## src/rtl/latch_output_monitor.sv

```systemverilog
// Synchronises a gated latch's complementary outputs, counts value toggles and flags a sticky complement fault.
// Latency: q_sync lags qa by SYNC_STAGES edges; no backpressure (inputs are sampled every cycle).
module latch_output_monitor #(
  parameter int SYNC_STAGES    = 2,
  parameter int CNT_W          = 8,
  parameter int MISMATCH_LIMIT = 3
) (
  input  logic             clk,
  input  logic             rst_n,
  input  logic             qa,
  input  logic             qb,
  input  logic             clear,
  output logic             q_sync,
  output logic             mismatch,
  output logic [CNT_W-1:0] toggle_cnt,
  output logic             fault,
  output logic [CNT_W-1:0] fault_cnt,
  output logic [1:0]       state
);

  typedef enum logic [1:0] {
    ST_WAIT  = 2'd0,
    ST_OK    = 2'd1,
    ST_MISM  = 2'd2,
    ST_FAULT = 2'd3
  } state_t;

  localparam logic [3:0]       LIMIT     = 4'(MISMATCH_LIMIT);
  localparam logic [1:0]       FILL_LAST = 2'(SYNC_STAGES - 1);
  localparam logic [CNT_W-1:0] CNT_ONE   = CNT_W'(1);
  localparam logic [CNT_W-1:0] CNT_MAX   = '1;

  state_t                 state_q, state_d;
  logic [SYNC_STAGES-1:0] qa_sync_q, qa_sync_d;
  logic [SYNC_STAGES-1:0] qb_sync_q, qb_sync_d;
  logic [1:0]             fill_q, fill_d;
  logic [3:0]             run_q, run_d;
  logic [CNT_W-1:0]       toggle_cnt_q, toggle_cnt_d;
  logic [CNT_W-1:0]       fault_cnt_q, fault_cnt_d;
  logic                   fault_q, fault_d;

  logic qa_s;
  logic qb_s;
  logic q_next;
  logic fault_enter;

  always_comb begin
    qa_sync_d = {qa_sync_q[SYNC_STAGES-2:0], qa};
    qb_sync_d = {qb_sync_q[SYNC_STAGES-2:0], qb};
  end

  assign qa_s   = qa_sync_q[SYNC_STAGES-1];
  assign qb_s   = qb_sync_q[SYNC_STAGES-1];
  // Value q_sync will take on the coming edge, used to detect a toggle on that edge.
  assign q_next = qa_sync_q[SYNC_STAGES-2];

  assign mismatch = (state_q != ST_WAIT) && (qa_s == qb_s);

  always_comb begin
    state_d      = state_q;
    fill_d       = fill_q;
    run_d        = run_q;
    fault_d      = fault_q;
    fault_cnt_d  = fault_cnt_q;
    toggle_cnt_d = toggle_cnt_q;
    fault_enter  = 1'b0;

    case (state_q)
      ST_WAIT: begin
        if (fill_q == FILL_LAST) begin
          state_d = ST_OK;
          fill_d  = 2'd0;
        end else begin
          fill_d = fill_q + 2'd1;
        end
      end
      ST_OK: begin
        if (mismatch) begin
          if (LIMIT == 4'd1) begin
            state_d     = ST_FAULT;
            fault_enter = 1'b1;
          end else begin
            state_d = ST_MISM;
          end
          run_d = 4'd1;
        end
      end
      ST_MISM: begin
        if (!mismatch) begin
          state_d = ST_OK;
          run_d   = 4'd0;
        end else begin
          run_d = run_q + 4'd1;
          if (run_q + 4'd1 == LIMIT) begin
            state_d     = ST_FAULT;
            fault_enter = 1'b1;
          end
        end
      end
      default: begin
        state_d = ST_FAULT;
      end
    endcase

    if (state_q != ST_WAIT && q_next != qa_s && toggle_cnt_q != CNT_MAX) begin
      toggle_cnt_d = toggle_cnt_q + CNT_ONE;
    end

    if (fault_enter) begin
      fault_d = 1'b1;
      if (fault_cnt_q != CNT_MAX) begin
        fault_cnt_d = fault_cnt_q + CNT_ONE;
      end
    end

    // Clear overrides everything above, but the WAIT fill count runs on untouched.
    if (clear) begin
      toggle_cnt_d = '0;
      fault_cnt_d  = '0;
      fault_d      = 1'b0;
      run_d        = 4'd0;
      if (state_q != ST_WAIT) begin
        state_d = ST_OK;
      end
    end
  end

  always_ff @(posedge clk or negedge rst_n) begin
    if (!rst_n) begin
      state_q      <= ST_WAIT;
      qa_sync_q    <= '0;
      qb_sync_q    <= '0;
      fill_q       <= 2'd0;
      run_q        <= 4'd0;
      toggle_cnt_q <= '0;
      fault_cnt_q  <= '0;
      fault_q      <= 1'b0;
    end else begin
      state_q      <= state_d;
      qa_sync_q    <= qa_sync_d;
      qb_sync_q    <= qb_sync_d;
      fill_q       <= fill_d;
      run_q        <= run_d;
      toggle_cnt_q <= toggle_cnt_d;
      fault_cnt_q  <= fault_cnt_d;
      fault_q      <= fault_d;
    end
  end

  assign q_sync     = qa_s;
  assign toggle_cnt = toggle_cnt_q;
  assign fault_cnt  = fault_cnt_q;
  assign fault      = fault_q;
  assign state      = state_q;

endmodule
```

## config.mk

```make
export PLATFORM = sky130hd
export DESIGN_NAME = latch_output_monitor
export DESIGN_NICKNAME = d
export VERILOG_FILES = /design/src/rtl/latch_output_monitor.sv
export SDC_FILE = /design/constraint.sdc
export NUM_CORES = 1
export LEC_CHECK = 0
export ABC_AREA = 1
export CAP_MARGIN = 30
export CORE_ASPECT_RATIO = 0.7
export CORE_MARGIN = 3
export CORE_UTILIZATION = 43
export CTS_CLUSTER_SIZE = 25
export DETAILED_ROUTE_END_ITERATION = 8
export GPL_TIMING_DRIVEN = 1
export PLACE_DENSITY = 0.79
export SYNTH_ARGS = -nofsm -noshare
export SYNTH_HDL_FRONTEND = slang
export SYNTH_SLANG_ARGS = --single-unit
```

## constraint.sdc

```tcl
create_clock -name clk -period 1.58 [get_ports clk]
set_clock_uncertainty 0.15 [all_clocks]
set_input_delay 0.237 -clock clk [delete_from_list [all_inputs] [get_ports clk]]
set_output_delay 0.237 -clock clk [all_outputs]
set_load 0.02 [all_outputs]
```

# Yosys cells after proc, flatten, opt, wreduce, memory -nomap -nowiden
# Cells that the tools add are included.
op_classes:
  mux: 22
  reduce_logical: 11
  eq_ne: 9
  addsub: 4
op_table:
  columns: ["cell", "n"]
  rows:
  - ["$mux 8", 5]
  - ["$add 8x1->8 const B", 2]
  - ["$ne 8x8->1 const B", 2]
  - ["$mux 2", 7]
  - ["$mux 4", 3]
  - ["$pmux 4 s2", 1]
  - ["$reduce_bool 2->1", 4]
  - ["$pmux 2 s3", 1]
  - ["$mux 1", 5]
  - ["$add 4x1->4 const B", 1]
  - ["$eq 2x1->1 const B", 2]
  - ["$eq 4x2->1 const B", 1]
  - ["$reduce_and 2->1", 2]
  - ["$logic_and 1x1->1", 3]
  - ["$ne 3x3->1 const B", 1]
  - ["$reduce_bool 3->1", 1]
  - ["$add 2x1->2 const B", 1]
  - ["$eq 2x2->1 const B", 1]
  - ["$logic_not 2->1", 1]
  - ["$eq 1x1->1", 1]
  - ["$ne 1x1->1", 1]
totals:
  out_inout_bits: 21
  wordCells: 54
  inputBits: 5
  reg_bits: 29

# Depth between registers and ports, before layout
# Gate-level depths: netlist of run 1.
depth:
  ltp_word: 7
  depth_mapped: 9
  ltp_nobuf: 9

# Worst setup path before layout of run 1
# OpenSTA, ideal clock, no wires.
synth_timing:
  path_kind: "reg-to-reg"
  startpoint: "reg toggle_cnt_q[0] (netlist: toggle_cnt[0])"
  endpoint: "reg toggle_cnt_q[5] (netlist: toggle_cnt[5])"
  arrival_time_ns: 1.415
  period_less_slack_ns: 1.639
  path_buffers: 1
  path_slack_ns: -0.059
  setup_time_ns: 0.074
  required_time_ns: 1.356
  path_stages_with_launch: 9
  cell_sequence: "dfrtp_1 -> ha_1 -> nand3_1 -> nor2_2 -> nor2_4 -> nor2_4 -> buf_6 -> nand2_1 -> o21ai_2"
synth_via:
  elab_chain_len: 3
  elab_cells_between_ends: 6
  classes_between: "add/sub (1); eq/ne (1); mux (2); reduce/logical (2)"
synth_rtl:
  columns: ["item", "line", "rtl"]
  rows:
  - ["start: declaration", "38", "logic [CNT_W-1:0] toggle_cnt_q, toggle_cnt_d;"]
  - ["start signal: assignment", "144", "toggle_cnt_q <= toggle_cnt_d;"]
  - ["$add 8x1->8 / $ne 8x8->1 (equally long branches)", "106, 105", null]
  - ["$mux 8 / $logic_and 1x1->1 (equally long branches)", "105", "if (state_q != ST_WAIT && q_next != qa_s && toggle_cnt_q != CNT_MAX) begin"]
  - ["$mux 8 / $reduce_bool 2->1 (equally long branches)", null, null]
# Parallel ways exist; a longest one is shown, timed or not. The select of a mux whose other input is x is not followed.
# A chain may end at the register's enable or synchronous reset.

# Final worst setup path of run 1
layout_timing:
  startpoint: "reg run_q[0]"
  endpoint: "reg fault_cnt_q[0] (netlist: fault_cnt[0])"
layout_via:
  elab_chain_len: 7
layout_rtl:
  columns: ["item", "line", "rtl"]
  rows:
  - ["start: declaration", "37", "logic [3:0] run_q, run_d;"]
  - ["start signal: assignment", "143", "run_q <= run_d;"]
  - ["$add 4x1->4", "94", "if (run_q + 4'd1 == LIMIT) begin"]
  - ["$eq 4x2->1", "94", null]
  - ["$mux 1", "94", null]
  - ["$mux 1", "89", "if (!mismatch) begin"]
  - ["$mux 1", "68", "case (state_q)"]
  - ["$reduce_bool 2->1 (no line)", null, null]
  - ["$reduce_and 2->1 (no line)", null, null]
  - ["end signal: assignment", "145", "fault_cnt_q <= fault_cnt_d;"]
  - ["end: declaration", "39", "logic [CNT_W-1:0] fault_cnt_q, fault_cnt_d;"]
# No other way between the ends.

==> flow_summary.json, run 1 <==
{
  "status": "complete, no violations",
  "worstPathArrival_ps": 1590,
  "clkTransAtPathRegs_ps": 70,
  "ant_nets": 0,
  "drive_above_1_share_pct": 28.68,
  "stdcell_area_sq_mm": 0.002362,
  "power_mw": 2.250,
  "timing.final.crit_share_pct": 98.65,
  "num_io_pins": 26,
  "cp.required_ps": 1610,
  "synth.cell_area_sq_mm": 0.001660,
  "p_leak_nw": 1.161,
  "synth_top_family_by_area": "simple AND/OR/NAND/NOR gates",
  "cts_buffers": 5,
  "p_clk_share_pct": 30.8,
  "via_per_inst": 5.043,
  "fin_nets": 280,
  "crit_path_end_kind": "flop",
  "grt_use_total_pct": 18.81,
  "dieArea_sq_mm": 0.004655,
  "cts_tree": "built",
  "yosys.area_share.xor_xnor_pct": 2.638,
  "netSwitchingPower_mw": 0.7455,
  "path_cells": "ha_4 > nand2_2 > nand3_2 > nor2_4 > nand3_2 > buf_6 > nand3_1 > nand2_1",
  "hold_violations": 0,
  "r2r_start": "run_q[0]",
  "n_fill_cell": 316,
  "wl_mm": 4.171,
  "grt_pass1_vias": 1411,
  "start_util_pct": 46.08,
  "dp.cells": 311,
  "pwr-share-seq_pct": 39.3,
  "port_buffers": 25,
  "p_sw_share_pct": 33.13,
  "critical-path-slowest-cell": "dfrtp_2",
  "max_slew_margin_pct": 81.81,
  "max_slew.worst_pin.slew_ps": 271.8,
  "synth_simple_gate_area_share_pct": 37.38,
  "antenna_cells": 0,
  "synthAdderAreaFrac_pct": 3.014,
  "netlist_instances": 218,
  "final-setup-viol-count": 0,
  "final_cell_mix": "55 x nand2_1, 29 x nand3_1, 21 x inv_1, 21 x dfrtp_1, 20 x buf_4",
  "wl_per_cell_microns": 12.95,
  "htreeDepth": 2,
  "grt_max_degree": 30,
  "drt_iter0_markers": 102,
  "synth-seq-area-share_pct": 43.71,
  "cts.sinks": 29,
  "die_w_microns": 80.27,
  "period_needed_ps": 1559,
  "r2r-end": "fault_cnt[0]",
  "cpMostUsedCell": "nand3_2",
  "final_common_cell": "nand2_1",
  "ys_warn_count": 0,
  "hpwl_mm": 2.819,
  "synth_mux_area_share_pct": 0,
  "hold_slack_ps": 144.7,
  "maxCapViolCount": 0,
  "clockRootBuffer": "clkbuf_8",
  "synth_compound_area_share_pct": 6.179,
  "critPathMaxStageDelay_ps": 450,
  "die_h_microns": 57.99,
  "layout.cells.non_filler": 322,
  "r2r_cells": 8,
  "grt_first_pass_wirelength_mm": 6.548,
  "cp-start-kind": "flop",
  "hold_class": "primary input to async pin",
  "routabilityCongestion": 0.8469,
  "p_comb_share_pct": 29.9,
  "postCtsHoldBufs": 0,
  "p_int_mw": 1.505,
  "core_sq_mm": 0.003603,
  "synth.net_count": 227,
  "slew_violations": 0,
  "path_max_fanout": 8,
  "drc": 0,
  "syn_to_final_growth_pct": 42.28,
  "clk_path_buf_depth": 2,
  "overflow": 0,
  "synth_seq_cells": 29,
  "avgSynthCellArea_sq_um": 7.616,
  "place_area_sq_mm": 0.002145,
  "rows": 18,
  "insertion_delay_ps": 300,
  "fmax_mhz": 641.6,
  "crit_type": "flop to flop",
  "vias": 1624,
  "power_density_mw_per_mm2": 952.5,
  "antenna_found_initial": 0,
  "vdd_drop_max_v": 0.0004388,
  "yosysUniqueCellTypes": 28,
  "drtPass1Iterations": 4,
  "r2r_slack_ps": 20
}
state kept, by name, summed over array words and instances, names as in the netlist:
name and count:
state 2, fault 1, qa_sync_q 2, qb_sync_q 2
run_q 4, fault_cnt 8, toggle_cnt 8, fill_q 2
through the flow:
step | setup slack [ps] | utilization (%) | TNS (ps)
3_5_place_dp | -87.49 | 59.51 | -486.4
3_3_place_gp | -38.40 | 59.51 | -241.4
5_1_grt | -54.42 | 65.56 | -381.7
4_1_cts | 1.848 | 61.56 | 0
6_report | 21.40 | 65.56 | 0
2_1_floorplan | 14.71 | - | 0
synth_stat cells, drive strengths merged:
library cell  number  share of area (%)
dfrtp             29                 44
o22ai              2               0.75
inv               25                5.7
o211ai             1               0.45
xor2               4                2.1
nand4              4                1.5
nand2             61                 14
nor3b              1               0.45
o21bai             1               0.45
or2                5                1.9
a21oi              5                1.5
nand3b             1               0.45
ha                 4                3.0
xnor2              1               0.53
o21ai              7                3.0
nor3               2               0.60
buf                2               0.98
clkbuf             2               0.45
nor2              24                7.1
nand3             37                 11
layout make-up:
type	instances	area [sq um]	area share, %
clock buffer	7	96.34	4.078
clock inverter	1	5.005	0.2119
inverter	25	93.84	3.972
multi-input combinational	160	914.6	38.72
sequential	29	735.7	31.14
tap	50	62.56	2.648
timing repair buffer	50	454.2	19.23
worst max-delay path, delay by kind of cell (launching register included):
family	cells	cell delay, ps
buf+inv	1	140
simple gates	6	530
fa+ha+maj	1	180
flops	1	450
cell families (layout without fill, tap and decap cells):
group	count (synthesis)	count (layout)
flops	29	29
fa+ha+maj	4	4
simple gates	135	135
buf+inv	29	83
xor+xnor	5	5
compound gates	16	16
power groups by stage:
stage	logic, mW	clock network [mW]	registers (mW)
floorplan	0.277	0	0.955
global placement	0.652	0	0.886
detailed placement	0.661	0	0.889
CTS	0.628	0.711	0.875
global route	0.738	0.742	0.893
finish	0.674	0.693	0.883
layer usage:
layer | GRT usage (%) | part of all wire (%)
met1 | 27.17 | 47
met2 | 25.24 | 45
met4 | 10.36 | 2.0
met3 | 5.280 | 5.7
met5 | 0 | 0
how the worst max path moves through the flow:
stage                        from             to  slack (ps)
finish                   run_q[0]   fault_cnt[0]          20
global route             run_q[0]   fault_cnt[7]         -50
CTS                      run_q[0]   fault_cnt[5]           2
detailed placement   qa_sync_q[1]       mismatch         -90
global placement            clear   fault_cnt[3]         -40
floorplan           toggle_cnt[0]  toggle_cnt[5]          10
timing repair:
| action | in CTS | in global routing |
|---|---|---|
| resized for setup | 25 | 37 |
| setup endpoints to repair | 28 | 20 |
| hold endpoints to repair | 0 | 0 |
| setup buffers | 0 | 3 |
| pin swaps | 1 | 13 |
No activity file was read; power rests on OpenSTA's default activity.
==> run 2: changes to the inputs <==
- ABC_AREA: 1 -> 0
- CAP_MARGIN: 30 -> default
- PLACE_DENSITY: 0.79 -> 0.8
==> run 2 against run 1 <==
  * Critical path depth shrank 1
  * The flow now finishes with violations (setup timing)
  * Core utilization up 21 points
  * Area after synthesis fell by 8.1%
  * Global-route usage is 7.0 points higher
  * Critical endpoint is now fault_cnt[3]
  * Final cell count shrank 8.1%
==> flow_summary.json, run 2 <==
{
  "status": "complete, but fails checks",
  "violations": "setup timing",
  "async_flop_share_pct": 100.0,
  "num_io_pins": 26,
  "dp.cells": 270,
  "avgSynthCellArea_sq_um": 9.723,
  "hpwl_mm": 3.132,
  "htreeDepth": 2,
  "cp.required_ps": 1660,
  "fmax_mhz": 473.0,
  "synth_flop_cell": "dfrtp_1",
  "n_fill_cell": 138,
  "multiInputGateArea_sq_mm": 0.001177,
  "insertion_delay_ps": 300,
  "die_w_microns": 77.22,
  "p_clk_share_pct": 27.1,
  "path_cells": "buf_6 > xnor2_4 > o211ai_1 > buf_4 > buf_4 > or4_1 > a21oi_2",
  "final_common_cell": "buf_4",
  "synth-seq-area-share_pct": 47.54,
  "met1_usage_pct": 29.57,
  "vdd_drop_max_v": 0.0006032,
  "wl_per_cell_microns": 21.49,
  "worstPathArrival_ps": 2190,
  "post-synth-top-count-cell": "dfrtp_1",
  "cts.sinks": 29,
  "netSwitchingPower_mw": 0.8427,
  "wl_mm": 6.362,
  "p_comb_share_pct": 35.9,
  "synth_edf_count": 0,
  "via_per_inst": 6.277,
  "antenna_cells": 0,
  "clk_path_buf_depth": 2,
  "top_usage_layer": "met2",
  "met3_usage_pct": 9.385,
  "critical-path-slowest-cell": "dfrtp_2",
  "syn_to_final_growth_pct": 86.23,
  "slew_violations": 0,
  "hold_slack_ps": 149.6,
  "die_h_microns": 55.85,
  "netlist_instances": 157,
  "overflow": 0,
  "max_slew_margin_pct": 76.32,
  "period_needed_ps": 2114,
  "grt_pass1_vias": 1745,
  "synth.net_count": 166,
  "timing.final.crit_share_pct": 133.8,
  "cp-start-kind": "flop",
  "drive_above_1_share_pct": 56.22,
  "cpMostUsedCell": "buf_4",
  "dieArea_sq_mm": 0.004312,
  "cts_buffers": 5,
  "crit_type": "flop to flop",
  "grt_first_pass_wirelength_mm": 8.487,
  "vias": 1858,
  "worst_slack_ps": -534.0,
  "final-setup-viol-count": 19,
  "drtPass1Iterations": 5,
  "maxCapViolCount": 0,
  "clockRootBuffer": "clkbuf_8",
  "yosys-top-cells-count": "29 x dfrtp_1, 15 x nor2_1, 14 x a21oi_1",
  "fin_nets": 257,
  "synth.area.top_cells": "dfrtp_1 48%, a21oi_1 4.6%, nor2_1 3.7%, ha_1 3.3%, nand2_1 3.0%",
  "p_leak_nw": 1.192,
  "hold_violations": 0,
  "grt_max_degree": 30,
  "drc": 0,
  "yosysUniqueCellTypes": 43,
  "path_max_fanout": 6,
  "yosys.area.top_type": "dfrtp_1",
  "final_cell_mix": "53 x buf_4, 16 x dfrtp_1, 13 x dfrtp_2",
  "p_sw_share_pct": 34.89,
  "start_util_pct": 46.60,
  "r2r_cells": 7,
  "ant_nets": 0,
  "clkTransAtPathRegs_ps": 70,
  "hold_class": "primary input to async pin",
  "critPathMaxStageDelay_ps": 480,
  "seq_area_sq_um": 742.0,
  "max_slew.worst_pin.slew_ps": 353.9,
  "ys_warn_count": 0,
  "pwr-share-seq_pct": 37.0,
  "synth_seq_cells": 29,
  "rsz0062_at_grt": "yes",
  "core_sq_mm": 0.003276,
  "crit_path_end_kind": "flop",
  "power_mw": 2.415,
  "drt_iter0_markers": 244,
  "synth_top_area_share_pct": 47.54,
  "routabilityCongestion": 0.8556,
  "p_int_mw": 1.573,
  "synth.cell_area_sq_mm": 0.001526,
  "layout.cells.non_filler": 296,
  "postCtsHoldBufs": 0,
  "port_buffers": 25,
  "grt_use_total_pct": 25.84,
  "met2_usage_pct": 43.05,
  "rows": 17,
  "cts_tree": "built",
  "antenna_found_initial": 0,
  "power_density_mw_per_mm2": 849.6
}
-- run 2: cell types whose count changed in the layout (fill, tap and decap cells not counted), moves of 6 or more --
cell	delta
buf_4	+33
inv_1	-18
nand3_1	-26
nand2_1	-45
clkdlybuf4s15_1	+6
dlygate4sd2_1	-12
nand3_2	-7
buf_6	+8
-- run 2: final timing paths --
path                                   start       endpoint  slack (ps)
worst max-delay path            qa_sync_q[1]   fault_cnt[3]        -530
worst min-delay path                   rst_n   fault_cnt[5]         150
worst max register to register  qa_sync_q[1]   fault_cnt[3]        -530
worst min register to register  qb_sync_q[0]   qb_sync_q[1]         220
max in group asynchronous              rst_n  toggle_cnt[1]         950
min in group clk                qb_sync_q[0]   qb_sync_q[1]         220
-- run 2: cells by family (layout without fill, tap and decap cells) --
group / Yosys count / count (layout) / share of synthesized area [%]
xor+xnor: 5 / 5 / 3.361
buf+inv: 10 / 101 / 2.786
flops: 29 / 29 / 47.54
simple gates: 64 / 64 / 22.79
fa+ha+maj: 4 / 4 / 3.279
mux: 5 / 5 / 3.524
compound gates: 40 / 41 / 16.72
-- run 2: per-layer routing --
metal | share of wire, % | vias up | wire length [microns]
met4 | 4.6 | 0 | 295
met5 | 0 | - | 0
met1 | 40 | 928 | 2571
li1 | - | 766 | -
met3 | 8.9 | 38 | 567
met2 | 46 | 126 | 2927
-- run 2: power by group through the flow --
stage	Combinational (mW)	Clock (mW)	Sequential (mW)
final	0.867	0.654	0.894
after global routing	0.903	0.695	0.899
after floorplan	0.351	0	0.925
after CTS	0.708	0.665	0.874
after global placement	0.651	0	0.874
after detailed placement	0.676	0	0.878
-- run 2: cell type report --
cell class,count,area share (%)
Timing Repair Buffer,89,26.72
Sequential cell,29,26.10
Inverter,4,0.5282
Multi-Input combinational cell,119,41.42
Tap cell,47,2.069
Clock buffer,8,3.169
-- run 2: worst max-delay path, delay by kind of cell (launching register included) --
kind                      cells  cell delay, ps
buffers and inverters         3             510
DFF                           1             480
and+or+nand+nor               1             450
AOI/OAI and AO/OA             2             310
xor gates and xnor gates      1             150
-- run 2: repair_timing --
action | 4_1_cts | 5_1_grt
setup buffers | 10 | 8
resized for setup | 53 | 63
setup endpoints to repair | 39 | 34
cloned | 0 | 1
pin swaps | 6 | 22
-- run 2: through the flow --
step / setup slack, ps / instance area, sq um / utilization (%) / setup TNS, ps
2_1_floorplan: -377.4 / 1680 / - / -3342
3_3_place_gp: -318.8 / 2297 / 70.13 / -3428
3_5_place_dp: -415.3 / 2297 / 70.13 / -4469
4_1_cts: -381.7 / 2570 / 78.46 / -5158
5_1_grt: -544.7 / 2843 / 86.78 / -6479
6_report: -534.0 / 2843 / 86.78 / -5390
==> run 3: changes to the inputs <==
- CTS_CLUSTER_SIZE: 25 -> 16
==> results of run 3 <==
The final DEF is identical to that of run 2; final timing and power are the same.
==> edit 1: new RTL, flow settings as in run 3 <==
The parameter `CNT_W` goes from 8 to 10.
--- a/src/rtl/latch_output_monitor.sv
+++ b/src/rtl/latch_output_monitor.sv
@@ -4,3 +4,3 @@
   parameter int SYNC_STAGES    = 2,
-  parameter int CNT_W          = 8,
+  parameter int CNT_W          = 10,
   parameter int MISMATCH_LIMIT = 3
Interface: changed (resized fault_cnt and toggle_cnt); port bits go from 26 to 30. The function was not compared with the original's and may differ.
==> edit 1 against run 3 <==
- the flow still finishes with violations (setup timing)
- critical path depth shrank 1
- routed wire length shrank 18%
- setup slack gained 220 ps
- total power grew 5.2%
- synthesized cell count grew 15%
- clock power grew 26%
- design area grew 1.9%
- via count shrank 6.4%
- area after synthesis grew 15%
- sequential cell count grew 4
- count of clock-buffer cells in the layout shrank 3
- die area grew 14%
- non-clock buffer count shrank 4
- highest routed layer unchanged
==> edit 1: results (changes against run 3) <==
| Metric | Value |
|---|---|
| R2r endpoint | toggle_cnt[7]$_DFFE_PN0P_ |
| Area share of fa/ha/maj cells after synthesis | 0.02839 (-0.004398) |
| Netlist cell types | 42 (-2.3%) |
| Outcome | finished with violations |
| Post-synthesis compound-gate area fraction | 0.1306 (-0.03662) |
| Gpl congestion | 0.9049 (+5.8%) |
| Post-placement setup slack | -259.2 ps (+156.1 ps) |
| Number of port buffers | 29 (+16%) |
| Final Setup Violations | 25 (+6) |
| First-pass GRT wire length | 7803 um (-8.1%) |
| Sequential-to-total area share from yosys stat | 0.4684 (-0.006993) |
| Mux cell area share after synthesis | 0.01703 (-0.01821) |
| GRT Overall Usage | 0.2153 (-0.04314) |
| Failing checks | setup timing |
| Final std cells w/o fill | 318 (+7.4%) |
| Slew headroom | 0.7168 (-0.04636) |
| Post-place instance area | 2539 um2 (+11%) |
| Delay-heaviest family, CP | simple AND/OR/NAND/NOR gates |
| Setup ws final | -316.6 ps (+217.4 ps) |
| Fin Setup TNS | -4594 ps (+795.3 ps) |
| Peak supply drop | 0.5976 mV (-0.92%) |
| Post-Synth XOR/XNOR Area | 0.07381 (+0.04020) |
| Lkg Pwr | 1.274 nW (+6.9%) |
| Clock power frac | 0.324 (+0.053) |
| Mapped Cells | 180 (+15%) |
| Dpl hpwl | 3173 um (+1.3%) |
| Largest net degree at the start of global routing | 34 (+13%) |
==> edit 1: cell types whose count changed in the layout (fill, tap and decap cells not counted), sizes merged, moves of 4 or more <==
cell | before | now
dfrtp | 29 | 33
o31ai | 5 | 1
xnor2 | 2 | 8
nor2 | 15 | 26
dlygate4sd2 | 5 | 13
nor3 | 4 | 12
buf | 66 | 58
==> edit 1: logic make-up after synthesis <==
kind of cell / Yosys count
xor+xnor: 14
compound gates: 34
fa+ha+maj: 4
flops: 33
simple gates: 82
mux: 3
buf+inv: 10
==> edit 1: layout make-up <==
type	instances	area [um2]	area share
Clock buffer	5	68.82	0.02376
Tap cell	50	62.56	0.02160
Timing Repair Buffer	85	749.5	0.2587
Clock inverter	3	46.29	0.01598
Multi-Input combinational cell	137	1104	0.3810
Inverter	5	18.77	0.006479
Sequential cell	33	847.1	0.2924
==> edit 1: how the worst max path moves through the flow <==
stage,to,slack [ps]
finish,toggle_cnt[7]$_DFFE_PN0P_,-320
global route,fault_cnt[2]$_DFFE_PN0P_,-400
CTS,fault_cnt[7]$_DFFE_PN0P_,-250
detailed placement,fault_cnt[1]$_DFFE_PN0P_,-260
global placement,fault_cnt[3]$_DFFE_PN0P_,-220
floorplan,fault_cnt[3]$_DFFE_PN0P_,-220
==> edit 1: timing repair <==
item | in CTS | in global routing
setup endpoints to repair | 46 | 34
endpoints found under the hold margin | 0 | 0
gates cloned | 0 | 0
pin swaps | 16 | 12
setup buffers | 3 | 10
gates resized for setup | 44 | 37
==> edit 1: layer usage <==
metal  share of wire  global-route usage
met2            0.48              0.3196
met4          0.0090             0.07226
met1            0.46              0.3098
met5               0                   0
met3           0.052             0.05015
==> edit 2: new RTL, settings of run 3 <==
Without the edit above. Register the inputs `qa`, `qb` and `clear` before use. The logic sees them one clock later. Comments in the files are not updated.
--- a/src/rtl/latch_output_monitor.sv
+++ b/src/rtl/latch_output_monitor.sv
@@ -32,2 +32,12 @@
 
+  logic qa_q;
+  logic qb_q;
+  logic clear_q;
+
+  always_ff @(posedge clk) begin
+    qa_q    <= qa;
+    qb_q    <= qb;
+    clear_q <= clear;
+  end
+
   state_t                 state_q, state_d;
@@ -47,4 +57,4 @@
   always_comb begin
-    qa_sync_d = {qa_sync_q[SYNC_STAGES-2:0], qa};
-    qb_sync_d = {qb_sync_q[SYNC_STAGES-2:0], qb};
+    qa_sync_d = {qa_sync_q[SYNC_STAGES-2:0], qa_q};
+    qb_sync_d = {qb_sync_q[SYNC_STAGES-2:0], qb_q};
   end
@@ -116,3 +126,3 @@
     // Clear overrides everything above, but the WAIT fill count runs on untouched.
-    if (clear) begin
+    if (clear_q) begin
       toggle_cnt_d = '0;
Function: changed (a bounded check fails within 4 cycles, from zero or initial values and one cycle with rst_n low).
==> edit 2 against run 3 <==
- the flow still finishes with violations (setup timing)
- total power increased by 10%
- setup slack gained 100 ps
- design area up 3.7%
- area after synthesis up 3.9%
- routed wire length about the same
- global-route usage grew 0.47 points
- sequential cell count is 3 higher
- count of clock-buffer cells in the layout fell by 2
==> edit 2: results (changes against run 3) <==
| Metric | Value |
|---|---|
| Outcome | finished with violations |
| Failing checks | setup timing |
| Worst-path clk slew | 70 ps (about the same) |
| Final std cells w/o fill | 305 (+3.0%) |
| Clock Latency Late Sink | 290 ps |
| Total wire length | 6364 um (about the same) |
| First-pass GRT wire length | 8852 um (+4.3%) |
| Synth warn | 0 (unchanged) |
| Netlist cell types | 44 (+2.3%) |
| Logic pwr share | 0.378 (+0.019) |
| Async S/R FF share, synth | 0.9063 (-0.09375) |
| Critical Path AT | 2080 ps (-110 ps) |
| Power Total | 2.664 mW (+10%) |
| CTS Root Cell | clkbuf_8 |
| Clock power frac | 0.253 (-0.018) |
| H-tree levels | 2 (unchanged) |
| DR iter-0 viols | 110 (-55%) |
| Most frequent cells after synthesis | dfrtp_1, nor2_1, a21oi_1, nand2_1, o21ai_0 |
| Num CTS Buffers | 5 (unchanged) |
| GRT Overall Usage | 0.2631 (+0.004663) |
| Setup ws final | -433.9 ps (+100.1 ps) |
| Initial antenna violation count | 0 (unchanged) |
| Nets | 266 (+3.5%) |
| Fraction of layout cells with a size suffix above 1 | 0.5853 (+0.02302) |
| Worst-path maximum fanout | 3 (-3) |
| Max-slew violation count | 0 (unchanged) |
| Net switching power | 913.5 uW (+8.4%) |
| Gpl congestion | 0.8730 (+2.0%) |
| Final Setup Violations | 22 (+3) |
| Dpl hpwl | 2899 um (-7.4%) |
| Pre-Repair DR Iteration Count | 6 (+1) |
| Number of port buffers | 25 (unchanged) |
| Detailed-route vias per instance | 5.911 (-5.8%) |
| Top cells by area, synth | dfrtp_1, a21oi_1, dfxtp_1, nor2_1, ha_1 |
| Pin slew with the least headroom to its limit | 487.0 ps (+133.1 ps) |
| Ant. Diodes | 0 (unchanged) |
| Peak supply drop | 0.6395 mV (+6.0%) |
| Lkg Pwr | 1.259 nW (+5.6%) |
| Sequential-to-total area share from yosys stat | 0.4953 (+0.01986) |
| Largest net degree at the start of global routing | 30 (unchanged) |
| Mapped Cells | 160 (+1.9%) |
| Max clock buf depth | 2 (unchanged) |
| Worst Hold Class | reg -> reg |
| Post-synth net total | 169 (+1.8%) |
| Number of global-route vias before repair | 1761 (+0.92%) |
-- edit 2: cell types whose count changed in the layout (fill, tap and decap cells not counted), moves of 2 or more --
cell	run 3	this run
buf_6	12	19
dlygate4sd2_1	5	10
clkdlybuf4s15_1	9	5
dfxtp_1	0	3
clkbuf_1	2	0
clkbuf_2	4	2
clkinv_2	0	2
mux2_2	0	2
mux2_4	3	1
o21ai_2	0	2
-- edit 2: critical path, cell delays in order (launching register included) --
cell	delay, ps
dfrtp_2	400
ha_4	150
nand3_2	80
or4b_4	530
or4_4	440
a21oi_4	170
-- edit 2: logic make-up after synthesis --
kind of cell	synth area share
buf+inv	0.02681
simple gates	0.2192
flops	0.4953
compound gates	0.1609
mux	0.03391
xor+xnor	0.03234
fa+ha+maj	0.03155
-- edit 2: stage by stage --
stage | cell area [um2] | utilization | TNS (ps) | setup slack, ps | hold slack, ps
3_3_place_gp | 2335 | 0.6991 | -3047 | -327.4 | 167.9
3_5_place_dp | 2335 | 0.6991 | -4033 | -397.6 | 171.6
5_1_grt | 2948 | 0.8827 | -6798 | -507.9 | 192.0
6_report | 2948 | 0.8827 | -5635 | -433.9 | 185.2
2_1_floorplan | 1740 | - | -3342 | -377.3 | -208.6
4_1_cts | 2704 | 0.8097 | -4862 | -371.9 | 180.5
-- edit 2: per-layer routing --
metal	track usage	vias up	share of wire	wire length, um
met3	0.08173	29	0.070	444
met5	0	-	0	0
met1	0.3108	899	0.38	2388
met2	0.4426	92	0.50	3200
met4	0.1097	0	0.052	330
li1	-	783	-	-
-- edit 2: final timing paths --
kind	start	endpoint	slack, ps	cells past startpoint
worst max-delay path	fault_cnt[0]$_DFFE_PN0P_	fault_cnt[6]$_DFFE_PN0P_	-430	5
worst min-delay path	qa_q$_DFF_P_	qa_sync_q[0]$_DFF_PN0_	190	0
worst max register to register	fault_cnt[0]$_DFFE_PN0P_	fault_cnt[6]$_DFFE_PN0P_	-430	5
worst min register to register	qa_q$_DFF_P_	qa_sync_q[0]$_DFF_PN0_	190	0
max in group asynchronous	rst_n	run_q[0]$_DFFE_PN0P_	770	2
min in group asynchronous	rst_n	qb_sync_q[0]$_DFF_PN0_	200	2
-- edit 2: timing repair --
action                                 in CTS  in global routing
endpoints found under the hold margin       0                  0
pin swaps                                  13                 22
resized for setup                          69                 48
buffers inserted                           16                 16
hold buffers                                0                  0
setup endpoints to repair                  39                 32
-- edit 2: final cells by class --
type / count / area (um2)
repair buffers: 96 / 839.6
clock inverters: 2 / 10.01
flip-flops and latches: 32 / 803.3
well taps: 47 / 58.81
clock buffers: 6 / 82.58
inverters: 4 / 15.01
fillers: 153 / 391.6
multi-input cells: 118 / 1139
